==> src/rtl/pwm_seq_pkg.sv <==
// Shared definitions for the PWM fade sequencer.
//   seq_state_e : sequencer FSM states
//   DEF_VAL_W   : default duty width (matches the pwm value input)
//   DEF_DIV_W   : default step prescaler width
package pwm_seq_pkg;

  localparam int unsigned DEF_VAL_W = 8;
  localparam int unsigned DEF_DIV_W = 18;

  typedef enum logic [2:0] {
    IDLE,
    UP,
    HOLD_HI,
    DOWN,
    HOLD_LO
  } seq_state_e;

endpackage

==> src/rtl/pwm_fade_seq_if.sv <==
// Control/config and pwm write-port bundle for pwm_fade_seq.
//   master : drives start/stop/config, observes the pwm write strobe and status
//   slave  : the sequencer side
// Signals:
//   start, stop, one_shot        control pulses / mode
//   floor, peak                  duty bounds (VAL_W)
//   step_div                     step period minus 1 (DIV_W)
//   hold_steps                   extra steps dwelt at each extreme
//   pwm_en, pwm_value            one-cycle write strobe and duty
//   busy, done                   sequence status
interface pwm_fade_seq_if #(
  parameter int unsigned VAL_W = pwm_seq_pkg::DEF_VAL_W,
  parameter int unsigned DIV_W = pwm_seq_pkg::DEF_DIV_W
);

  logic             start;
  logic             stop;
  logic             one_shot;
  logic [VAL_W-1:0] floor;
  logic [VAL_W-1:0] peak;
  logic [DIV_W-1:0] step_div;
  logic [7:0]       hold_steps;
  logic             pwm_en;
  logic [VAL_W-1:0] pwm_value;
  logic             busy;
  logic             done;

  modport master (
    output start, stop, one_shot, floor, peak, step_div, hold_steps,
    input  pwm_en, pwm_value, busy, done
  );

  modport slave (
    input  start, stop, one_shot, floor, peak, step_div, hold_steps,
    output pwm_en, pwm_value, busy, done
  );

endinterface

==> src/rtl/pwm_tick_gen.sv <==
// Step prescaler: counts 0..step_div and asserts tick while the count
// equals step_div, then wraps. A synchronous clear restarts the count so
// the first tick lands step_div+1 cycles after the clear edge.
//   CLK, RST_N : clock, async active-low reset
//   clr        : synchronous clear
//   step_div   : terminal count
//   tick       : step strobe (combinational from the count register)
module pwm_tick_gen #(
  parameter int unsigned DIV_W = pwm_seq_pkg::DEF_DIV_W
) (
  input  logic             CLK,
  input  logic             RST_N,
  input  logic             clr,
  input  logic [DIV_W-1:0] step_div,
  output logic             tick
);

  logic [DIV_W-1:0] cnt;

  assign tick = (cnt == step_div);

  always_ff @(posedge CLK or negedge RST_N) begin
    if (!RST_N) begin
      cnt <= '0;
    end else if (clr || tick) begin
      cnt <= '0;
    end else begin
      cnt <= cnt + 1'b1;
    end
  end

endmodule

==> src/rtl/pwm_fade_seq.sv <==
// Triangle "breathing" sequencer for the pwm write port. Ramps duty from
// floor to peak and back in steps of step_div+1 cycles, dwelling
// hold_steps+1 steps at each extreme; one-shot or continuous.
//   CLK, RST_N : clock, async active-low reset
//   bus        : pwm_fade_seq_if.slave (start/stop/config in, pwm write
//                strobe and busy/done out); all outputs are registered
module pwm_fade_seq #(
  parameter int unsigned VAL_W = pwm_seq_pkg::DEF_VAL_W,
  parameter int unsigned DIV_W = pwm_seq_pkg::DEF_DIV_W
) (
  input  logic           CLK,
  input  logic           RST_N,
  pwm_fade_seq_if.slave  bus
);

  import pwm_seq_pkg::*;

  seq_state_e       state_q, state_d;
  logic [VAL_W-1:0] value_q, value_d;
  logic             en_q, en_d;
  logic             busy_q, busy_d;
  logic             done_q, done_d;
  logic [7:0]       hold_q, hold_d;

  logic [VAL_W-1:0] floor_q, floor_d;
  logic [VAL_W-1:0] peak_q, peak_d;
  logic [DIV_W-1:0] div_q, div_d;
  logic [7:0]       hs_q, hs_d;
  logic             os_q, os_d;

  logic             clr;
  logic             tick;
  logic [VAL_W-1:0] val_inc;
  logic [VAL_W-1:0] val_dec;
  logic [VAL_W-1:0] floor_inc;

  assign val_inc   = value_q + 1'b1;
  assign val_dec   = value_q - 1'b1;
  assign floor_inc = floor_q + 1'b1;

  pwm_tick_gen #(
    .DIV_W (DIV_W)
  ) u_tick (
    .CLK      (CLK),
    .RST_N    (RST_N),
    .clr      (clr),
    .step_div (div_q),
    .tick     (tick)
  );

  always_ff @(posedge CLK or negedge RST_N) begin
    if (!RST_N) begin
      state_q <= IDLE;
      value_q <= '0;
      en_q    <= 1'b0;
      busy_q  <= 1'b0;
      done_q  <= 1'b0;
      hold_q  <= '0;
      floor_q <= '0;
      peak_q  <= '0;
      div_q   <= '0;
      hs_q    <= '0;
      os_q    <= 1'b0;
    end else begin
      state_q <= state_d;
      value_q <= value_d;
      en_q    <= en_d;
      busy_q  <= busy_d;
      done_q  <= done_d;
      hold_q  <= hold_d;
      floor_q <= floor_d;
      peak_q  <= peak_d;
      div_q   <= div_d;
      hs_q    <= hs_d;
      os_q    <= os_d;
    end
  end

  always_comb begin
    state_d = state_q;
    value_d = value_q;
    en_d    = 1'b0;
    busy_d  = busy_q;
    done_d  = 1'b0;
    hold_d  = hold_q;
    floor_d = floor_q;
    peak_d  = peak_q;
    div_d   = div_q;
    hs_d    = hs_q;
    os_d    = os_q;
    clr     = 1'b0;

    if (bus.stop) begin
      // stop overrides everything, including a simultaneous start
      en_d    = 1'b1;
      value_d = '0;
      state_d = IDLE;
      busy_d  = 1'b0;
    end else begin
      unique case (state_q)
        IDLE: begin
          if (bus.start) begin
            floor_d = bus.floor;
            peak_d  = bus.peak;
            div_d   = bus.step_div;
            hs_d    = bus.hold_steps;
            os_d    = bus.one_shot;
            clr     = 1'b1;
            en_d    = 1'b1;
            value_d = bus.floor;
            if (bus.floor >= bus.peak) begin
              // nothing to ramp: finish on the start edge
              busy_d = 1'b0;
              done_d = 1'b1;
            end else begin
              busy_d  = 1'b1;
              state_d = UP;
            end
          end
        end

        UP: begin
          if (tick) begin
            en_d    = 1'b1;
            value_d = val_inc;
            if (val_inc == peak_q) begin
              state_d = HOLD_HI;
              hold_d  = '0;
            end
          end
        end

        HOLD_HI: begin
          if (tick) begin
            if (hold_q == hs_q) begin
              en_d    = 1'b1;
              value_d = val_dec;
              if (val_dec == floor_q) begin
                state_d = HOLD_LO;
                hold_d  = '0;
              end else begin
                state_d = DOWN;
              end
            end else begin
              hold_d = hold_q + 8'd1;
            end
          end
        end

        DOWN: begin
          if (tick) begin
            en_d    = 1'b1;
            value_d = val_dec;
            if (val_dec == floor_q) begin
              state_d = HOLD_LO;
              hold_d  = '0;
            end
          end
        end

        HOLD_LO: begin
          if (tick) begin
            if (hold_q == hs_q) begin
              if (os_q) begin
                state_d = IDLE;
                busy_d  = 1'b0;
                done_d  = 1'b1;
              end else begin
                en_d    = 1'b1;
                value_d = floor_inc;
                if (floor_inc == peak_q) begin
                  state_d = HOLD_HI;
                  hold_d  = '0;
                end else begin
                  state_d = UP;
                end
              end
            end else begin
              hold_d = hold_q + 8'd1;
            end
          end
        end

        default: begin
          state_d = IDLE;
          busy_d  = 1'b0;
        end
      endcase
    end
  end

  assign bus.pwm_en    = en_q;
  assign bus.pwm_value = value_q;
  assign bus.busy      = busy_q;
  assign bus.done      = done_q;

endmodule

==> src/flat_wrapper.sv <==
// flat-port wrapper written by rule: the top's interface ports become plain ports
module pwm_fade_seq_flat import pwm_seq_pkg::*;
#(
  parameter int unsigned VAL_W = pwm_seq_pkg::DEF_VAL_W,
  parameter int unsigned DIV_W = pwm_seq_pkg::DEF_DIV_W
)
  (CLK, RST_N, bus_start, bus_stop, bus_one_shot, bus_floor, bus_peak, bus_step_div, bus_hold_steps, bus_pwm_en, bus_pwm_value, bus_busy, bus_done);
  pwm_fade_seq_if #(.VAL_W(VAL_W), .DIV_W(DIV_W)) bus_i ();
  input  logic CLK;
  input  logic RST_N;
  input wire logic [$bits(bus_i.start)-1:0] bus_start;
  input wire logic [$bits(bus_i.stop)-1:0] bus_stop;
  input wire logic [$bits(bus_i.one_shot)-1:0] bus_one_shot;
  input wire logic [$bits(bus_i.floor)-1:0] bus_floor;
  input wire logic [$bits(bus_i.peak)-1:0] bus_peak;
  input wire logic [$bits(bus_i.step_div)-1:0] bus_step_div;
  input wire logic [$bits(bus_i.hold_steps)-1:0] bus_hold_steps;
  output wire logic [$bits(bus_i.pwm_en)-1:0] bus_pwm_en;
  output wire logic [$bits(bus_i.pwm_value)-1:0] bus_pwm_value;
  output wire logic [$bits(bus_i.busy)-1:0] bus_busy;
  output wire logic [$bits(bus_i.done)-1:0] bus_done;
  assign bus_i.start = bus_start;
  assign bus_i.stop = bus_stop;
  assign bus_i.one_shot = bus_one_shot;
  assign bus_i.floor = bus_floor;
  assign bus_i.peak = bus_peak;
  assign bus_i.step_div = bus_step_div;
  assign bus_i.hold_steps = bus_hold_steps;
  assign bus_pwm_en = bus_i.pwm_en;
  assign bus_pwm_value = bus_i.pwm_value;
  assign bus_busy = bus_i.busy;
  assign bus_done = bus_i.done;
  pwm_fade_seq #(.VAL_W(VAL_W), .DIV_W(DIV_W)) u_core (.CLK(CLK), .RST_N(RST_N), .bus(bus_i));
endmodule
==> config.mk <==
export PLATFORM = sky130hd
export DESIGN_NAME = pwm_fade_seq_flat
export DESIGN_NICKNAME = d
export VERILOG_FILES = /design/src/rtl/pwm_seq_pkg.sv /design/src/rtl/pwm_fade_seq_if.sv /design/src/rtl/pwm_tick_gen.sv /design/src/rtl/pwm_fade_seq.sv /design/src/flat_wrapper.sv
export SDC_FILE = /design/constraint.sdc
export NUM_CORES = 1
export LEC_CHECK = 0
export BUFFER_PORTS_ARGS = -buffer_cell sky130_fd_sc_hd__buf_4
export CAP_MARGIN = 20
export CORE_ASPECT_RATIO = 0.9
export CORE_UTILIZATION = 58
export DETAILED_ROUTE_END_ITERATION = 7
export PLACE_DENSITY = 0.9
export SLEW_MARGIN = 30
export SYNTH_ARGS = -nofsm -noshare
export SYNTH_HDL_FRONTEND = slang
export SYNTH_HIERARCHICAL = 1
export SYNTH_SLANG_ARGS = --single-unit
==> constraint.sdc <==
create_clock -name CLK -period 3.5 [get_ports CLK]
set_input_delay 0.7 -clock CLK [delete_from_list [all_inputs] [get_ports CLK]]
set_output_delay 0.7 -clock CLK [all_outputs]
set_load 0.1 [all_outputs]
==> flow_summary_export.csv, run 1 <==
group,metric,value,unit
clocking,clock_latency,360,ps
critical_path,path_buf_inv,1,
critical_path,cp_top_family,"compound AO/OA/AOI/OAI gates",
synth,synth-simple-area-share,0.1593,
critical_path,crit_path_max_incr_delay,640,ps
clocking,cts_buffers,9,
die,start_util,0.5967,
grt,gr-usage-met3,0.06727,
synth,synthesis.instances,531,
final_layout,final_nets,634,
detailed_routing,route.detailed.wl_per_inst,18.21,um
sta,relSlewSlack,0.3553,
die,io_pins,58,
critical_path,reg2regPathDepth,9,
critical_path,crit_required,3720,ps
critical_path,startpoint_type,"register",
placed_design,gp_congestion,0.9648,
die,die_area,0.009736,sq mm
critical_path,crit_path_max_fanout,12,
clocking,cts_max_level,3,
clocking,cts_root_buf,"clkbuf_8",
detailed_routing,drc,0,
critical_path,crit_path_end_kind,"register",
detailed_routing,drtIter0Drc,352,
synth,avgSynthCellArea,10.21,sq um
grt,grt_use_met2,0.4711,
sta,hold_viol,0,
clocking,cts.path.max_buffers,2,
placed_design,portBuffers,57,
synth,synth.distinct_cells,66,
pwr,power_density,834.3,mW/mm^2
pwr,p_leak,2.654,nW
grt,use_met1,0.3364,
critical_path,timing.rr.start,"u_core/bus.pwm_value[0]",
run_status,status,"completed",
synth,synth_nets,591,
clocking,holdBufCountCts,0,
detailed_routing,drtAntennaViolNets,0,
critical_path,cp_data_arrival_time,3040,ps
grt,grt_pass1_wl,21200,um
critical_path,path_cells,"inv_1 -> ha_1 -> nor3b_2 -> and2_4 -> a2111oi_2 -> and3_1 -> nor2_2 -> a211oi_4 -> a41oi_1",
critical_path,path_class,"reg2reg",
synth,synthFlopType,"dfrtp_1",
grt,grt_usage,0.2762,
synth,synth_top_family_by_area,"simple AND/OR/NAND/NOR gates",
final_layout,drive_gt1_frac,0.2539,
worst_hold_path,hp-class,"in2async",
sta,fin_skew,12.78,ps
synth,synth_xor_area_frac,0.1498,
placed_design,placedCellCount,685,
sta,rsz0062_at_grt,"false",
pwr,peakVddDrop,569.6,uV
sta,fin_crit,2824,ps
clocking,clkSlewWorstSetupHoldPaths,90,ps
run,cap_viol_max_count,0,
synth,yosysSeqAreaShare,0.3832,
grt,grt_busiest_layer,"met2",
clocking,post_cts_buffers,0,
detailed_routing,drt-total-wl,12760,um
critical_path,slowest_stage,"dfrtp_1",
final_layout,syn_to_final_growth,12.10,%
synth,synth.area.mux_share,0.1009,
synth,ys_ff_latch,83,
sta,fin_crit_sh,0.8068,
detailed_routing,vias,4311,
placed_design,dpl.hpwl,9364,um
clocking,cts_tree,"done",
synth,ys_async_sr_fraction,1.000,
clocking,cts_resized,0,
die,rows,33,
final_layout,num_antenna_cells,0,
sta,timing.setup.tns,0,ps
critical_path,rr_endpoint,"u_core/hold_q[2]",
critical_path,r2r_slack,680,ps
sta,setup_viol_count_final,0,
die,die_h,93.71,um
sta,clock.fmax,0.3541,GHz
synth,synth_edf_count,0,
die,die_w,103.9,um
sta,worst_slew_pin_slew,963.7,ps
detailed_routing,dr.pass1.iters,5,
sta,slew_viol_final,0,
final_layout,final_cells,701,
grt,grt_pass1_vias,4381,
clocking,cts_sinks,83,
grt,grt_max_degree,84,
grt,grt_overflow_total,0,
detailed_routing,viasPerCell,6.150,
grt,grt_antenna_before_repair,0,
synth,synth-compound-area-share,0.1316,
synth,ys.warnings.count,6,
synth,yosys.area_share.adder,0.03001,
synth,synth_area,0.005420,sq mm
die,core,0.009084,sq mm
[stage by stage]
step | cell area (sq um) | total power [mW] | utilization | worst slack (ps) | hold WS, ps
floorplan | 5420 | 3.777 | - | 391.1 | 404.4
global placement | 5874 | 4.228 | 0.6467 | 866.6 | 483.5
detailed placement | 5878 | 4.320 | 0.6471 | 725.7 | 509.5
CTS | 6076 | 5.047 | 0.6689 | 703.5 | 404.8
global route | 6076 | 5.339 | 0.6689 | 498.4 | 439.9
finish | 6076 | 5.069 | 0.6689 | 676.1 | 367.7
[per-layer routing]
metal / wire, um / share of wire
met1: 5045 / 0.40
met2: 6270 / 0.49
met3: 1035 / 0.081
met4: 413 / 0.032
met5: 0 / 0
[registers in the layout, indices dropped and copies added, names as in the netlist]
register / cells
u_core/bus.pwm_value: 8
u_core/u_tick/cnt: 18
u_core/bus.done: 1
u_core/peak_q: 8
u_core/bus.busy: 1
u_core/floor_q: 8
u_core/bus.pwm_en: 1
u_core/div_q: 18
u_core/os_q: 1
u_core/hs_q: 8
u_core/state_q: 3
u_core/hold_q: 8
[worst register-to-register path, cell delays in order (launching register included)]
cell       delay (ps)
dfrtp_1           640
inv_1             150
ha_1              270
nor3b_2           210
and2_4            200
a2111oi_2         280
and3_1            280
nor2_2             80
a211oi_4          380
a41oi_1           190
[final cells by class]
cell class	instances	area, sq um
inverter	21	78.83
fill	677	3008
clock inverter	7	73.82
timing repair buffer	60	466.7
multi-input combinational	399	3103
tap	122	152.6
clock buffer	9	123.9
sequential	83	2077
[power by group]
group          total (mW)  switching [mW]  internal (mW)
combinational        2.49            1.37           1.12
clock               0.718           0.382          0.337
sequential           1.86           0.567           1.29
[cell usage after synthesis, types with 3 or more instances]
library cell / number / area, sq um
a21oi_1: 16 / 80.08
a41oi_1: 8 / 70.07
nor3_2: 4 / 40.04
nor2_1: 54 / 202.7
dfrtp_1: 83 / 2077
mux2_2: 45 / 506.7
nand3_1: 15 / 75.07
nor3_1: 5 / 25.02
o211ai_1: 4 / 30.03
a211oi_1: 11 / 82.58
xor2_1: 40 / 350.3
xnor2_1: 36 / 315.3
nand4_1: 6 / 37.54
buf_6: 5 / 56.30
mux2i_1: 4 / 40.04
and4_1: 6 / 52.55
a22oi_1: 7 / 52.55
nand2_1: 26 / 97.59
or3_1: 4 / 25.02
and3_1: 8 / 50.05
o21ai_1: 3 / 15.01
ha_1: 13 / 162.7
a311oi_1: 3 / 26.28
xnor3_1: 4 / 90.09
clkbuf_1: 6 / 22.52
o21ai_0: 13 / 65.06
inv_1: 21 / 78.83
nand2b_1: 4 / 25.02
nor2b_1: 5 / 31.28
buf_2: 16 / 80.08
o2111ai_1: 3 / 26.28
nor4_1: 6 / 37.54
nor2_2: 4 / 25.02
[cells by family (layout without fill, tap and decap cells)]
| family | after synthesis | count (layout) |
|---|---|---|
| buffers and inverters | 49 | 97 |
| muxes | 49 | 49 |
| xor gates and xnor gates | 83 | 83 |
| and+or+nand+nor | 162 | 162 |
| adders and majority gates | 13 | 13 |
| DFF | 83 | 83 |
| AOI/OAI and AO/OA | 92 | 92 |
[worst max path at each step]
| stage | depth (start not counted) | slack [ps] | start | to |
|---|---|---|---|---|
| final | 9 | 680 | u_core/bus.pwm_value[0] | u_core/hold_q[2] |
| after global placement | 9 | 870 | u_core/bus.pwm_value[0] | u_core/hold_q[7] |
| after global routing | 9 | 500 | u_core/bus.pwm_value[0] | u_core/hold_q[2] |
| after CTS | 9 | 700 | u_core/bus.pwm_value[0] | u_core/hold_q[2] |
| after detailed placement | 9 | 730 | u_core/bus.pwm_value[0] | u_core/hold_q[2] |
| after floorplan | 10 | 390 | u_core/bus.pwm_value[0] | u_core/hold_q[2] |
[layout by cell type (no fill, tap or decap), types with 9 or more instances in the layout]
cell type	netlist	final
buf_4	1	58
ha_1	13	13
a211oi_1	11	11
clkbuf_8	0	9
xnor2_1	36	36
nor2_1	54	54
a21oi_1	16	16
xor2_1	40	40
mux2_2	45	45
o21ai_0	13	13
nand2_1	26	26
inv_1	21	21
dfrtp_1	83	83
nand3_1	15	15
Note: power is estimated with default switching activity, not from simulation.
==> run 2: changes to the inputs <==
- ABC_AREA: default -> 1
- clock period: 3.5 -> 2.7 ns (I/O delays scaled with it)
==> run 2 against run 1 <==
Net effect:
- non-clock buffer count rose by 1
- critical path depth is 4 higher
- register-to-register slack worse by 340 ps
- sequential cell count unchanged
- synthesized cell count grew 52%
- combinational power up 28%
==> flow_summary_export.csv, run 2 <==
group,metric,value,unit
run_status,status,"completed",
clocking,cts_sinks,83,
clocking,cts_root_buf,"clkbuf_8",
synth,ys_ff_latch,83,
sta,relSlewSlack,0.6564,
pwr,p_sw_frac,0.5108,
critical_path,startpoint_type,"register",
grt,grt_usage,0.2896,
sta,fin_skew,15.49,ps
critical_path,cp_data_arrival_time,2640,ps
detailed_routing,drtAntennaViolNets,0,
clocking,holdBufCountCts,0,
synth,ys.warnings.count,6,
final_layout,final_nets,923,
clocking,cts.path.max_buffers,2,
detailed_routing,drt-total-wl,13730,um
synth,synthesis.instances,809,
run,cap_viol_max_count,0,
synth,synth_nets,869,
final_layout,mostFrequentLayoutCells,"nand2_1 (309), inv_1 (87), dfrtp_1 (82)",
grt,grt_max_degree,41,
placed_design,gp_congestion,0.9770,
die,die_w,104.8,um
detailed_routing,viasPerCell,5.353,
sta,fin_crit,2366,ps
synth,yosysTopAreaCell,"dfrtp_1",
grt,grt_pass1_wl,22520,um
placed_design,placedCellCount,974,
die,die_area,0.009899,sq mm
pwr,power_frac_comb,0.512,
critical_path,crit_path_max_fanout,15,
pwr,p_clk_frac,0.139,
grt,grt_antenna_before_repair,0,
final_layout,syn_to_final_growth,12.91,%
clocking,clkSlewWorstSetupHoldPaths,110,ps
detailed_routing,route.detailed.wl_per_inst,13.87,um
synth,synthFlopType,"dfrtp_1",
sta,setup_viol_count_final,0,
sta,clock.fmax,0.4227,GHz
pwr,p_int,3.032,mW
sta,slew_viol_final,0,
clocking,cts_max_level,3,
sta,fin_crit_sh,0.8763,
sta,rsz0062_at_grt,"false",
die,io_pins,58,
final_layout,final_cells,990,
grt,grt_pass1_vias,4776,
synth,ys_async_sr_fraction,1.000,
die,rows,33,
synth,synth_top_area_frac,0.3768,
synth,avgSynthCellArea,6.814,sq um
synth,synthTopCellsByArea,"dfrtp_1 (38%), nand2_1 (21%), inv_1 (5.9%), nor2_1 (5.2%), nand3_1 (4.4%)",
sta,final.setup.worst_slack,334.1,ps
pwr,peakVddDrop,488.7,uV
synth,synth_area,0.005513,sq mm
critical_path,crit_required,2970,ps
synth,synthTopCellsByCount,"nand2_1 (309), inv_1 (87), dfrtp_1 (83)",
pwr,p_leak,3.140,nW
clocking,cts_buffers,9,
critical_path,crit_path_end_kind,"register",
final_layout,reg_top3,"u_core/div_q: 18 flops, u_core/u_tick/cnt: 18 flops",
worst_hold_path,hp-class,"in2async",
pwr,power_density,995.7,mW/mm^2
detailed_routing,vias,5299,
detailed_routing,dr.pass1.iters,6,
die,start_util,0.6014,
synth,synth.distinct_cells,38,
clocking,cts_resized,0,
synth,synth_most_common_cell,"nand2_1",
pwr,p_switching,3.166,mW
detailed_routing,drc,0,
placed_design,dp_slack,341.4,ps
die,core,0.009166,sq mm
sta,holdWs,105.5,ps
detailed_routing,drtIter0Drc,473,
clocking,cts_tree,"done",
critical_path,path_class,"reg2reg",
final_layout,drive_gt1_frac,0.1359,
sta,worst_slew_pin_slew,514.7,ps
grt,grt_overflow_total,0,
sta,hold_viol,0,
placed_design,dpl.hpwl,10230,um
die,die_h,94.49,um
final_layout,final_common_cell,"nand2_1",
synth,synth_edf_count,0,
placed_design,portBuffers,57,
clocking,clock_latency,370,ps
pwr,p_seq_frac,0.348,
synth,yosysSeqAreaShare,0.3768,
sta,timing.setup.tns,0,ps
final_layout,num_antenna_cells,0,
clocking,post_cts_buffers,0,
==> run 2: cell types whose count changed after synthesis, moves of 8 or more <==
cell and delta:
nand2_1 +283, inv_1 +66, mux2_2 -45, nand3_1 +33, xnor2_1 -27, nor2_1 +23, xor2_1 -17, inv_2 +12
nand4_1 +12, o21ai_1 +12, buf_2 -11, a211oi_1 -10, o21ai_0 +10, and3_1 -8
==> run 2: worst max-delay path, stage by stage (launching register included) <==
cell and delay [ps]:
dfrtp_2 480, inv_2 90, ha_1 380, xor2_1 190
nor2_1 100, nand3_1 90, nor2_1 170, nand4_1 110
nand2_1 150, nand2_2 110, nor2_8 220, nand2_1 80
nand2_1 70, inv_1 30
==> run 2: logic make-up after synthesis <==
| group | Yosys count | share of synthesized area |
|---|---|---|
| XOR/XNOR | 32 | 0.05084 |
| adder cells (fa/ha/maj) | 13 | 0.02951 |
| AO/OA/AOI/OAI | 72 | 0.07558 |
| AND/OR/NAND/NOR | 490 | 0.3795 |
| flip-flops | 83 | 0.3768 |
| buffers and inverters | 119 | 0.08783 |
==> run 2: final timing paths <==
kind | startpoint | to | slack [ps] | cells after the start
setup / recovery | u_core/bus.pwm_value[0] | u_core/hold_q[0] | 330 | 13
hold / removal | RST_N | u_core/u_tick/cnt[17] | 110 | 1
setup reg to reg | u_core/bus.pwm_value[0] | u_core/hold_q[0] | 330 | 13
hold reg to reg | u_core/div_q[15] | u_core/div_q[15] | 500 | 2
max in group asynchronous | RST_N | u_core/bus.pwm_value[4] | 1960 | 2
min in group CLK | bus_step_div[12] | u_core/div_q[12] | 360 | 3
==> run 2: stage by stage <==
stage               area (sq um)    util  total power, mW
floorplan                   5514       -            4.494
global route                6225  0.6791            6.659
detailed placement          6037  0.6586            5.256
global placement            6037  0.6586            5.171
CTS                         6225  0.6791            6.134
finish                      6225  0.6791            6.198
==> run 2: final cells by class <==
| type | count | area, sq um |
|---|---|---|
| clock buffer | 9 | 123.9 |
| multi-input combinational | 607 | 2957 |
| tap | 122 | 152.6 |
| timing repair buffer | 61 | 470.5 |
| sequential | 83 | 2078 |
| clock inverter | 7 | 63.81 |
| inverter | 101 | 379.1 |
| fill | 775 | 2942 |
==> run 2: power by group through the flow <==
stage          registers (mW)  clock network, mW  logic, mW
5_1_grt                  2.22              0.936       3.51
6_report                 2.16              0.864       3.18
4_1_cts                  2.14              0.877       3.11
3_3_place_gp             2.15                  0       3.02
2_1_floorplan            2.38                  0       2.11
3_5_place_dp             2.17                  0       3.09
==> run 2: routing by layer <==
metal	wire length (um)	global-route usage
met5	0	0
met4	226	0.08216
met3	1288	0.06970
met2	6022	0.4421
met1	6191	0.4118
